## src/rtl/clk_fwd_monitor_if.sv

```systemverilog
// Readback/status bundle for clk_fwd_monitor: forwarded lines in, per-channel health out.
interface clk_fwd_monitor_if #(
    parameter int unsigned N_CH  = 16,
    parameter int unsigned SEL_W = 4,
    parameter int unsigned CNT_W = 11
);
    logic [N_CH-1:0]  fwd_in;
    logic             clr_sticky;
    logic [SEL_W-1:0] rd_sel;
    logic [CNT_W-1:0] rd_data;
    logic             win_done;
    logic [N_CH-1:0]  ok;
    logic [N_CH-1:0]  fail;

    modport master (
        output fwd_in, clr_sticky, rd_sel,
        input  rd_data, win_done, ok, fail
    );

    modport slave (
        input  fwd_in, clr_sticky, rd_sel,
        output rd_data, win_done, ok, fail
    );
endinterface

```

## src/rtl/clk_fwd_monitor.sv

```systemverilog
// Forwarded-clock health monitor: synchronises N_CH lines, counts rising edges per
// fixed window, and flags each channel as locked (ok) or out of range (sticky fail).
module clk_fwd_monitor #(
    parameter int unsigned N_CH         = 16,
    parameter int unsigned SEL_W        = 4,
    parameter int unsigned WINDOW       = 1024,
    parameter int unsigned CNT_W        = 11,
    parameter int unsigned MIN_EDGES    = 60,
    parameter int unsigned MAX_EDGES    = 68,
    parameter int unsigned LOCK_WINDOWS = 2
) (
    input  logic             clk,
    input  logic             rst,
    clk_fwd_monitor_if.slave bus
);
    localparam int unsigned       WIN_W     = $clog2(WINDOW);
    localparam int unsigned       GOOD_W    = $clog2(LOCK_WINDOWS + 1);
    localparam logic [WIN_W-1:0]  WIN_LAST  = WIN_W'(WINDOW - 1);
    localparam logic [GOOD_W-1:0] GOOD_LOCK = GOOD_W'(LOCK_WINDOWS);
    localparam logic [CNT_W-1:0]  CNT_MAX   = '1;
    localparam logic [CNT_W-1:0]  MIN_CNT   = CNT_W'(MIN_EDGES);
    localparam logic [CNT_W-1:0]  MAX_CNT   = CNT_W'(MAX_EDGES);

    logic [N_CH-1:0]   sync1_q, sync1_d, sync2_q, sync2_d, dly_q, dly_d;
    logic [N_CH-1:0]   edge_pulse;
    logic [WIN_W-1:0]  win_cnt_q, win_cnt_d;
    logic              terminal;
    logic [CNT_W-1:0]  cnt_q [N_CH];
    logic [CNT_W-1:0]  cnt_d [N_CH];
    logic [CNT_W-1:0]  latched_q [N_CH];
    logic [CNT_W-1:0]  latched_d [N_CH];
    logic [CNT_W-1:0]  sat_cnt [N_CH];
    logic [GOOD_W-1:0] good_q [N_CH];
    logic [GOOD_W-1:0] good_d [N_CH];
    logic [N_CH-1:0]   in_range;
    logic [N_CH-1:0]   ok_q, ok_d, fail_q, fail_d;
    logic              win_done_q, win_done_d;
    logic [CNT_W-1:0]  rd_data_q, rd_data_d;

    always_comb begin
        sync1_d    = bus.fwd_in;
        sync2_d    = sync1_q;
        dly_d      = sync2_q;
        edge_pulse = sync2_q & ~dly_q;
        terminal   = (win_cnt_q == WIN_LAST);
        win_cnt_d  = terminal ? '0 : win_cnt_q + WIN_W'(1);
        win_done_d = terminal;
        // Clear first, then OR in this window's failures so a coincident bad window wins.
        fail_d     = bus.clr_sticky ? '0 : fail_q;
        in_range   = '0;
        ok_d       = '0;
        for (int unsigned i = 0; i < N_CH; i++) begin
            sat_cnt[i]   = (edge_pulse[i] && (cnt_q[i] != CNT_MAX)) ? cnt_q[i] + CNT_W'(1) : cnt_q[i];
            in_range[i]  = (sat_cnt[i] >= MIN_CNT) && (sat_cnt[i] <= MAX_CNT);
            cnt_d[i]     = sat_cnt[i];
            latched_d[i] = latched_q[i];
            good_d[i]    = good_q[i];
            if (terminal) begin
                cnt_d[i]     = '0;
                latched_d[i] = sat_cnt[i];
                if (in_range[i]) begin
                    good_d[i] = (good_q[i] == GOOD_LOCK) ? good_q[i] : good_q[i] + GOOD_W'(1);
                end else begin
                    good_d[i] = '0;
                    fail_d[i] = 1'b1;
                end
            end
            ok_d[i] = (good_d[i] == GOOD_LOCK);
        end
        rd_data_d = '0;
        for (int unsigned i = 0; i < N_CH; i++) begin
            if (bus.rd_sel == SEL_W'(i)) begin
                rd_data_d = latched_q[i];
            end
        end
    end

    always_ff @(posedge clk) begin
        if (rst) begin
            sync1_q    <= '0;
            sync2_q    <= '0;
            dly_q      <= '0;
            win_cnt_q  <= '0;
            win_done_q <= 1'b0;
            ok_q       <= '0;
            fail_q     <= '0;
            rd_data_q  <= '0;
            for (int unsigned i = 0; i < N_CH; i++) begin
                cnt_q[i]     <= '0;
                latched_q[i] <= '0;
                good_q[i]    <= '0;
            end
        end else begin
            sync1_q    <= sync1_d;
            sync2_q    <= sync2_d;
            dly_q      <= dly_d;
            win_cnt_q  <= win_cnt_d;
            win_done_q <= win_done_d;
            ok_q       <= ok_d;
            fail_q     <= fail_d;
            rd_data_q  <= rd_data_d;
            cnt_q      <= cnt_d;
            latched_q  <= latched_d;
            good_q     <= good_d;
        end
    end

    assign bus.rd_data  = rd_data_q;
    assign bus.win_done = win_done_q;
    assign bus.ok       = ok_q;
    assign bus.fail     = fail_q;
endmodule
```

## src/flat_wrapper.sv

```systemverilog
// flat-port wrapper written by rule: the top's interface ports become plain ports
module clk_fwd_monitor_flat 
#(
    parameter int unsigned N_CH         = 16,
    parameter int unsigned SEL_W        = 4,
    parameter int unsigned WINDOW       = 1024,
    parameter int unsigned CNT_W        = 11,
    parameter int unsigned MIN_EDGES    = 60,
    parameter int unsigned MAX_EDGES    = 68,
    parameter int unsigned LOCK_WINDOWS = 2
)
  (clk, rst, bus_fwd_in, bus_clr_sticky, bus_rd_sel, bus_rd_data, bus_win_done, bus_ok, bus_fail);
  clk_fwd_monitor_if #(.N_CH(N_CH), .SEL_W(SEL_W), .CNT_W(CNT_W)) bus_i ();
  input  logic clk;
  input  logic rst;
  input wire logic [$bits(bus_i.fwd_in)-1:0] bus_fwd_in;
  input wire logic [$bits(bus_i.clr_sticky)-1:0] bus_clr_sticky;
  input wire logic [$bits(bus_i.rd_sel)-1:0] bus_rd_sel;
  output wire logic [$bits(bus_i.rd_data)-1:0] bus_rd_data;
  output wire logic [$bits(bus_i.win_done)-1:0] bus_win_done;
  output wire logic [$bits(bus_i.ok)-1:0] bus_ok;
  output wire logic [$bits(bus_i.fail)-1:0] bus_fail;
  assign bus_i.fwd_in = bus_fwd_in;
  assign bus_i.clr_sticky = bus_clr_sticky;
  assign bus_i.rd_sel = bus_rd_sel;
  assign bus_rd_data = bus_i.rd_data;
  assign bus_win_done = bus_i.win_done;
  assign bus_ok = bus_i.ok;
  assign bus_fail = bus_i.fail;
  clk_fwd_monitor #(.N_CH(N_CH), .SEL_W(SEL_W), .WINDOW(WINDOW), .CNT_W(CNT_W), .MIN_EDGES(MIN_EDGES), .MAX_EDGES(MAX_EDGES), .LOCK_WINDOWS(LOCK_WINDOWS)) u_core (.clk(clk), .rst(rst), .bus(bus_i));
endmodule
```

## config.mk

```make
export PLATFORM = sky130hd
export DESIGN_NAME = clk_fwd_monitor_flat
export DESIGN_NICKNAME = d
export VERILOG_FILES = /design/src/rtl/clk_fwd_monitor_if.sv /design/src/rtl/clk_fwd_monitor.sv /design/src/flat_wrapper.sv
export SDC_FILE = /design/constraint.sdc
export NUM_CORES = 1
export LEC_CHECK = 0
export BUFFER_PORTS_ARGS = -buffer_cell sky130_fd_sc_hd__buf_2
export CAP_MARGIN = 20
export CORE_UTILIZATION = 43
export CTS_CLUSTER_SIZE = 14
export DETAILED_ROUTE_END_ITERATION = 8
export HOLD_SLACK_MARGIN = 0.15
export PLACE_DENSITY = 0.64
export SLEW_MARGIN = 20
export SYNTH_ARGS = -nofsm -noshare
export SYNTH_HDL_FRONTEND = slang
export SYNTH_SLANG_ARGS = --single-unit
```

## constraint.sdc

```tcl
create_clock -name clk -period 3.15 [get_ports clk]
set_clock_uncertainty 0.05 [all_clocks]
set_input_delay 0.63 -clock clk [delete_from_list [all_inputs] [get_ports clk]]
set_output_delay 0.63 -clock clk [all_outputs]
set_load 0.005 [all_outputs]
```

# [Yosys cells after proc, flatten, opt, wreduce, memory -nomap -nowiden]
# Cells that the tools add are included.
[word_totals] regBits=486 output_inout_bits=44
[op_classes] n_reduce_logical=34 n_lt_le_gt_ge=32 mux=113 n_eq_ne=64 addsub=33 bitwise=2
[ops] cell="$mux 11" count=32
[ops] cell="$add 11x1->11 const B" count=16
[ops] cell="$ge 11x6->1 const B" count=16
[ops] cell="$le 11x7->1 const B" count=16
[ops] cell="$ne 11x11->1 const B" count=16
[ops] cell="$mux 2" count=48
[ops] cell="$eq 2x2->1 const B" count=32
[ops] cell="$add 2x1->2 const B" count=16
[ops] cell="$eq 4x4->1 const B" count=8
[ops] cell="$logic_and 1x1->1" count=32
[ops] cell="$mux 1" count=32
[ops] cell="$and 16x16->16" count=1
[ops] cell="$eq 4x3->1 const B" count=4
[ops] cell="$mux 16" count=1
[ops] cell="$not 16->16" count=1
[ops] cell="$add 10x1->10 const B" count=1
[ops] cell="$eq 10x10->1 const B" count=1
[ops] cell="$eq 4x2->1 const B" count=2
[ops] cell="$eq 4x1->1 const B" count=1
[ops] cell="$logic_not 4->1" count=1
[ops] cell="$reduce_or 2->1" count=1

# [Logic depth before layout (Yosys ltp)]
[depth] word_depth=17 depth_mapped=11 depth_no_buf=9

# [Least setup slack after synthesis]
# OpenSTA, ideal clock, no wires.
[synth_timing] path_kind="input to register" startpoint="input port bus_rd_sel[0]" endpoint="register u_core.rd_data_q[2], in the netlist u_core.bus.rd_data[2]" setup_ps=128 required_time_ps=2972 path_slack_ps=509 arrival_time_ps=2463 stages=9 path_cell_list="buf_2 > buf_1 > clkbuf_1 > clkbuf_1 > nand2_1 > a22o_1 > a22o_1 > a22oi_1 > nor2_1"
[synth_via] elab_chain_cells=17 elab_cells_between_ends=32 classes_between="eq/ne: 15; mux: 16; reduce/logical: 1"
[synth_rtl] element="start, declared" line_no="flat_wrapper.sv:18" rtl="input wire logic [$bits(bus_i.rd_sel)-1:0] bus_rd_sel;"
[synth_rtl] element="$logic_not 4->1" line_no="clk_fwd_monitor.sv:72" rtl="if (bus.rd_sel == SEL_W'(i)) begin"
[synth_rtl] element="$mux 11 (15 in series)" line_no="clk_fwd_monitor.sv:72"
[synth_rtl] element="$mux 11 (*)" line_no="clk_fwd_monitor.sv:72"
[synth_rtl] element="end signal, assigned" line_no="clk_fwd_monitor.sv:101" rtl="rd_data_q <= rd_data_d;"
[synth_rtl] element="end, declared" line_no="clk_fwd_monitor.sv:38" rtl="logic [CNT_W-1:0] rd_data_q, rd_data_d;"
# Every way passes the cells marked *; elsewhere a longest branch is shown, timed or not.
# A chain may end at the register's enable or synchronous reset.

# [Worst setup path in the final report]
[layout_timing] startpoint="register u_core.cnt_q[33] (netlist name)" endpoint="register u_core.ok_q[12], in the netlist u_core.bus.ok[12]"
[layout_via] elab_chain_cells=8 elab_cells_between_ends=10 classes_between="add/sub: 1; order compare: 2; eq/ne: 2; mux: 3; reduce/logical: 2"
[layout_rtl] element="start, declared" line_no="clk_fwd_monitor.sv:28" rtl="logic [CNT_W-1:0] cnt_q [N_CH];"
[layout_rtl] element="start signal, assigned" line_no="clk_fwd_monitor.sv:102" rtl="cnt_q <= cnt_d;"
[layout_rtl] element="parallel branches: the longest is 2 deep, another holds $add 11x1->11"
[layout_rtl] element="$mux 11 (*)" line_no="clk_fwd_monitor.sv:53" rtl="sat_cnt[i] = (edge_pulse[i] && (cnt_q[i] != CNT_MAX)) ? cnt_q[i] + CNT_W'(1) : cnt_q[i];"
[layout_rtl] element="$ge 11x6->1 or $le 11x7->1 (tied branches)" line_no="clk_fwd_monitor.sv:54" rtl="in_range[i] = (sat_cnt[i] >= MIN_CNT) && (sat_cnt[i] <= MAX_CNT);"
[layout_rtl] element="$logic_and 1x1->1 (*)" line_no="clk_fwd_monitor.sv:54"
[layout_rtl] element="$mux 2 (*)" line_no="clk_fwd_monitor.sv:61" rtl="if (in_range[i]) begin"
[layout_rtl] element="$mux 2 (*)" line_no="clk_fwd_monitor.sv:58" rtl="if (terminal) begin"
[layout_rtl] element="$eq 2x2->1 (*)" line_no="clk_fwd_monitor.sv:68" rtl="ok_d[i] = (good_d[i] == GOOD_LOCK);"
[layout_rtl] element="end signal, assigned" line_no="clk_fwd_monitor.sv:99" rtl="ok_q <= ok_d;"
[layout_rtl] element="end, declared" line_no="clk_fwd_monitor.sv:36" rtl="logic [N_CH-1:0] ok_q, ok_d, fail_q, fail_d;"
# Every way passes the cells marked *.

==> results <==
- At the end of the flow the core is filled with cells to 0.496.
- The clock drives 486 sinks.
- Setup repair after global routing left no endpoint under its margin.
- The final instance area is 25,000 sq um.
- The number of CTS-inserted buffers is 53.
- The number of global-route vias before repair is 18,000.
- Headroom to the max-slew limit came out at 0.436.
- The vertical die dimension is between 200 and 250 um.
- The total number of vias is between 15,000 and 20,000.
- The number of input and output port buffers inserted is 66.
- The library cell used as clock root buffer is clkbuf_16.
- The capturing element type of the critical path is a flop.
- The number of antenna repair diodes is 0.
- The routability-driven placement congestion ratio is 0.913.
- The most used flip-flop cell after synthesis is dfxtp_1.
- The first routing iteration left 1,185 violations.
- The remaining global-route overflow is 0.
- The worst voltage drop across the vdd grid is around 450 uV.
- The starting density of the core is 0.439.
- For the worst setup path, the data arrival time is 3.34 ns.
- After layout, the worst setup slack is 0.252 ns.
- The final cycle utilization of the critical path is 0.920.
- The clock insertion delay at the later pin of the skew report is between 0.6 and 0.7 ns.
- The biggest area contributor in the post-synthesis netlist is dfxtp_1.
- The number of post-CTS setup repair buffers is 0.
- The chip width is 229 um.
- In the final design database the tool counted 2,674 nets.
- The average footprint of a synthesized cell is between 8 and 9 sq um.
- The analysis attributes to cell leakage a power of between 9 and 10 nW.
- After detailed placement, the total cell area comes to 23,200 sq um.
- In this run the remaining antenna-violating nets after routing total 0.
- STA classifies the critical path startpoint as a flop.
- The final layout contains routed wiring with a total length of 60,400 um.
- The mean routed wirelength per cell is roughly 18 um.
- After routing, the total negative slack on setup checks comes to 0 ns.
- The layout overhead on the synthesized area is 13.1%.
- Sorting the synthesized cells by area gives the leading types as dfxtp_1 (44%), nor2_1 (7.7%), a211oi_1 (4.6%), nand2_1 (3.1%), a21oi_1 (2.5%).
- The number of flops mapped to enable cells by yosys is 0.
- Derived from the worst setup path, the maximum achievable clock frequency is approximately 350 MHz.
- The DRC violations left is 0.
- The die covers around 52,000 sq um.
- After clock tree synthesis, the clock-pin slew on the worst setup and hold paths is 0.06 ns.
- The top cell type's share of synthesized area is 0.439.
- Detailed placement finished with a half-perimeter wire length of 42,800 um.
- The proportion of synthesized flip-flops having asynchronous set or reset is 0.
- The flow ran to the end, and the final reports show no timing, DRC or antenna violations.
- The H-tree generated during clock tree synthesis spans 2 levels.
- The path class of the tightest hold or removal check is in -> reg.
- The I/O pin count is 67.
- The buffer levels on the longest clock path is 3.
- Setup violations remaining at the end of the flow were counted as 0.
- At the pin with the least slew margin, the transition time is 0.843 ns.
- The peak fanout along the critical path is 9.
- The final number of max-transition violations is 0.
- The placement row count is 82.
- The floorplan step defined a core boundary enclosing roughly 50,000 sq um.
- The number of vias per cell after detailed routing is 5.69.
- The maximum number of pins on one net before global-route repair is 103.
- Synthesis produced 2,590 cells.
- For this run, the register share of the synthesized area comes to 0.439.
- The initial antenna violation count is 2.
- The count of warnings emitted by yosys is 0.
- The register bit count reported by yosys is 486.
- The number of endpoints with negative hold slack in the final report is 0.
- The number of nets produced by synthesis is 2,646.
- The area of the mapped netlist is approximately 22,000 sq um.
- The power density over the cells is about 530 nW/um^2.
- The required time at the worst-slack endpoint is between 3 and 4 ns.
- The pre-antenna-repair detailed-routing pass consisted of 7 iterations.
- TritonCTS built the clock tree.
- Timing analysis after detailed placement gives a worst setup slack of roughly 0.27 ns.
- After the flow finishes, the layout carries non-filler instances totaling 3,327.
- The layout has 4,909 filler cells.
- The total global routing track utilization is 0.228.
- The worst setup path category is reg -> reg.
- For the finished layout, the period the worst path requires is between 2 and 3 ns.
- In the final layout, the share of cells above drive strength 1 is 0.0911.
- The reported max-cap violation count is 0.
- The cell count after placement is between 3,000 and 4,000.
- The first global-routing pass estimated a little under 100,000 um of wire.
- The number of different library cells used by synthesis comes to 95.
==> kinds of logic (layout without fill, tap and decap cells) <==
group / Yosys count / after routing / synth area share
AO/OA/AOI/OAI: 567 / 567 / 0.178
XOR/XNOR: 99 / 99 / 0.0392
adder cells (fa/ha/maj): 33 / 33 / 0.0187
buffers and inverters: 223 / 288 / 0.0398
flip-flops: 486 / 486 / 0.439
multiplexers: 75 / 75 / 0.0403
AND/OR/NAND/NOR: 1107 / 1107 / 0.244
==> per-layer routing <==
metal | global-route usage | share of wire
met3 | 0.0308 | 0.047
met4 | 0.0958 | 0.037
met2 | 0.370 | 0.46
met1 | 0.304 | 0.46
met5 | 0 | 0.00038
==> synthesized netlist by cell type, types with 44 or more instances <==
master	n
dfxtp_1	486
nor2_1	455
nand2_1	183
a211oi_1	135
clkbuf_1	114
a21oi_1	109
inv_1	83
nor2b_1	81
o21ai_0	78
nand3_1	67
nor3_1	56
xnor2_1	55
mux2i_1	52
xor2_1	44
==> cells in the final DEF, fill, tap and decap left out, types with 11 or more instances in the layout <==
| cell type | count |
|---|---|
| nand4_1 | 37 |
| nor3_1 | 56 |
| a21o_1 | 11 |
| a31oi_1 | 23 |
| mux2_2 | 13 |
| nand2_1 | 183 |
| nand3_1 | 66 |
| mux2i_1 | 52 |
| nor4_1 | 17 |
| and4b_1 | 13 |
| o22ai_1 | 22 |
| clkbuf_1 | 13 |
| xnor2_1 | 55 |
| buf_4 | 40 |
| and4_1 | 14 |
| nor2b_1 | 81 |
| o31ai_1 | 13 |
| buf_2 | 64 |
| a22o_1 | 11 |
| and3_1 | 37 |
| nand2b_1 | 14 |
| ha_1 | 33 |
| a211oi_1 | 135 |
| and2_1 | 38 |
| nor2_1 | 453 |
| o211ai_1 | 21 |
| o2111ai_1 | 12 |
| clkbuf_16 | 55 |
| a21oi_1 | 109 |
| o21ai_0 | 78 |
| nand3b_1 | 13 |
| inv_1 | 83 |
| nor3b_1 | 14 |
| dfxtp_1 | 486 |
| or3_1 | 17 |
| xor2_1 | 44 |
==> area by class of cell <==
cell class | instances | area, sq um | area share
Tap cell | 672 | 841 | 0.0336
Timing Repair Buffer | 113 | 786 | 0.0314
Clock inverter | 16 | 268 | 0.0107
Multi-Input combinational cell | 1881 | 11600 | 0.462
Inverter | 83 | 312 | 0.0124
Sequential cell | 486 | 9730 | 0.389
Clock buffer | 76 | 1540 | 0.0613
==> what timing repair did <==
item	CTS	global route
endpoints found under the hold margin	1	0
gates resized for setup	0	1
hold buffers	1	0
endpoints found under the setup margin	0	1
==> power breakdown <==
| part | internal (mW) | switching (mW) |
|---|---|---|
| Sequential | 6.20 | 0.0444 |
| Combinational | 0.159 | 0.294 |
| Clock | 3.94 | 2.53 |
==> final timing paths <==
check / slack [ns] / startpoint / endpoint / cells after the start
min: 0.19 / bus_fwd_in[0] / u_core.sync1_q[0] / 2
max reg2reg: 0.25 / u_core.cnt_q[33] / u_core.bus.ok[12] / 8
min reg2reg: 0.38 / u_core.sync1_q[1] / u_core.dly_d[1] / 1
max: 0.25 / u_core.cnt_q[33] / u_core.bus.ok[12] / 8
==> flip-flops by register name (all words and copies together), names as in the netlist <==
name	count
u_core.cnt_q	176
u_core.latched_q	176
u_core.good_q	32
u_core.bus.fail	16
u_core.bus.ok	16
u_core.dly_d	16
u_core.dly_q	16
u_core.sync1_q	16
u_core.bus.rd_data	11
u_core.win_cnt_q	10
u_core.bus.win_done	1
==> per-stage QoR <==
step | hold WS (ns) | power (mW)
2_1_floorplan | 0.363 | 6.66
3_3_place_gp | 0.367 | 6.82
3_5_place_dp | 0.370 | 6.83
4_1_cts | 0.160 | 13.3
5_1_grt | 0.180 | 13.6
6_report | 0.188 | 13.2
==> worst max-delay path, stage by stage, from the launching register on <==
cell and delay [ns]:
dfxtp_1 0.40, ha_1 0.36, nand4_1 0.12, o211a_1 0.32, nor4b_1 0.36, o211ai_1 0.13, a221o_1 0.34, a2111o_1 0.43
a222oi_1 0.29
No activity file was read; power rests on OpenSTA's default activity.
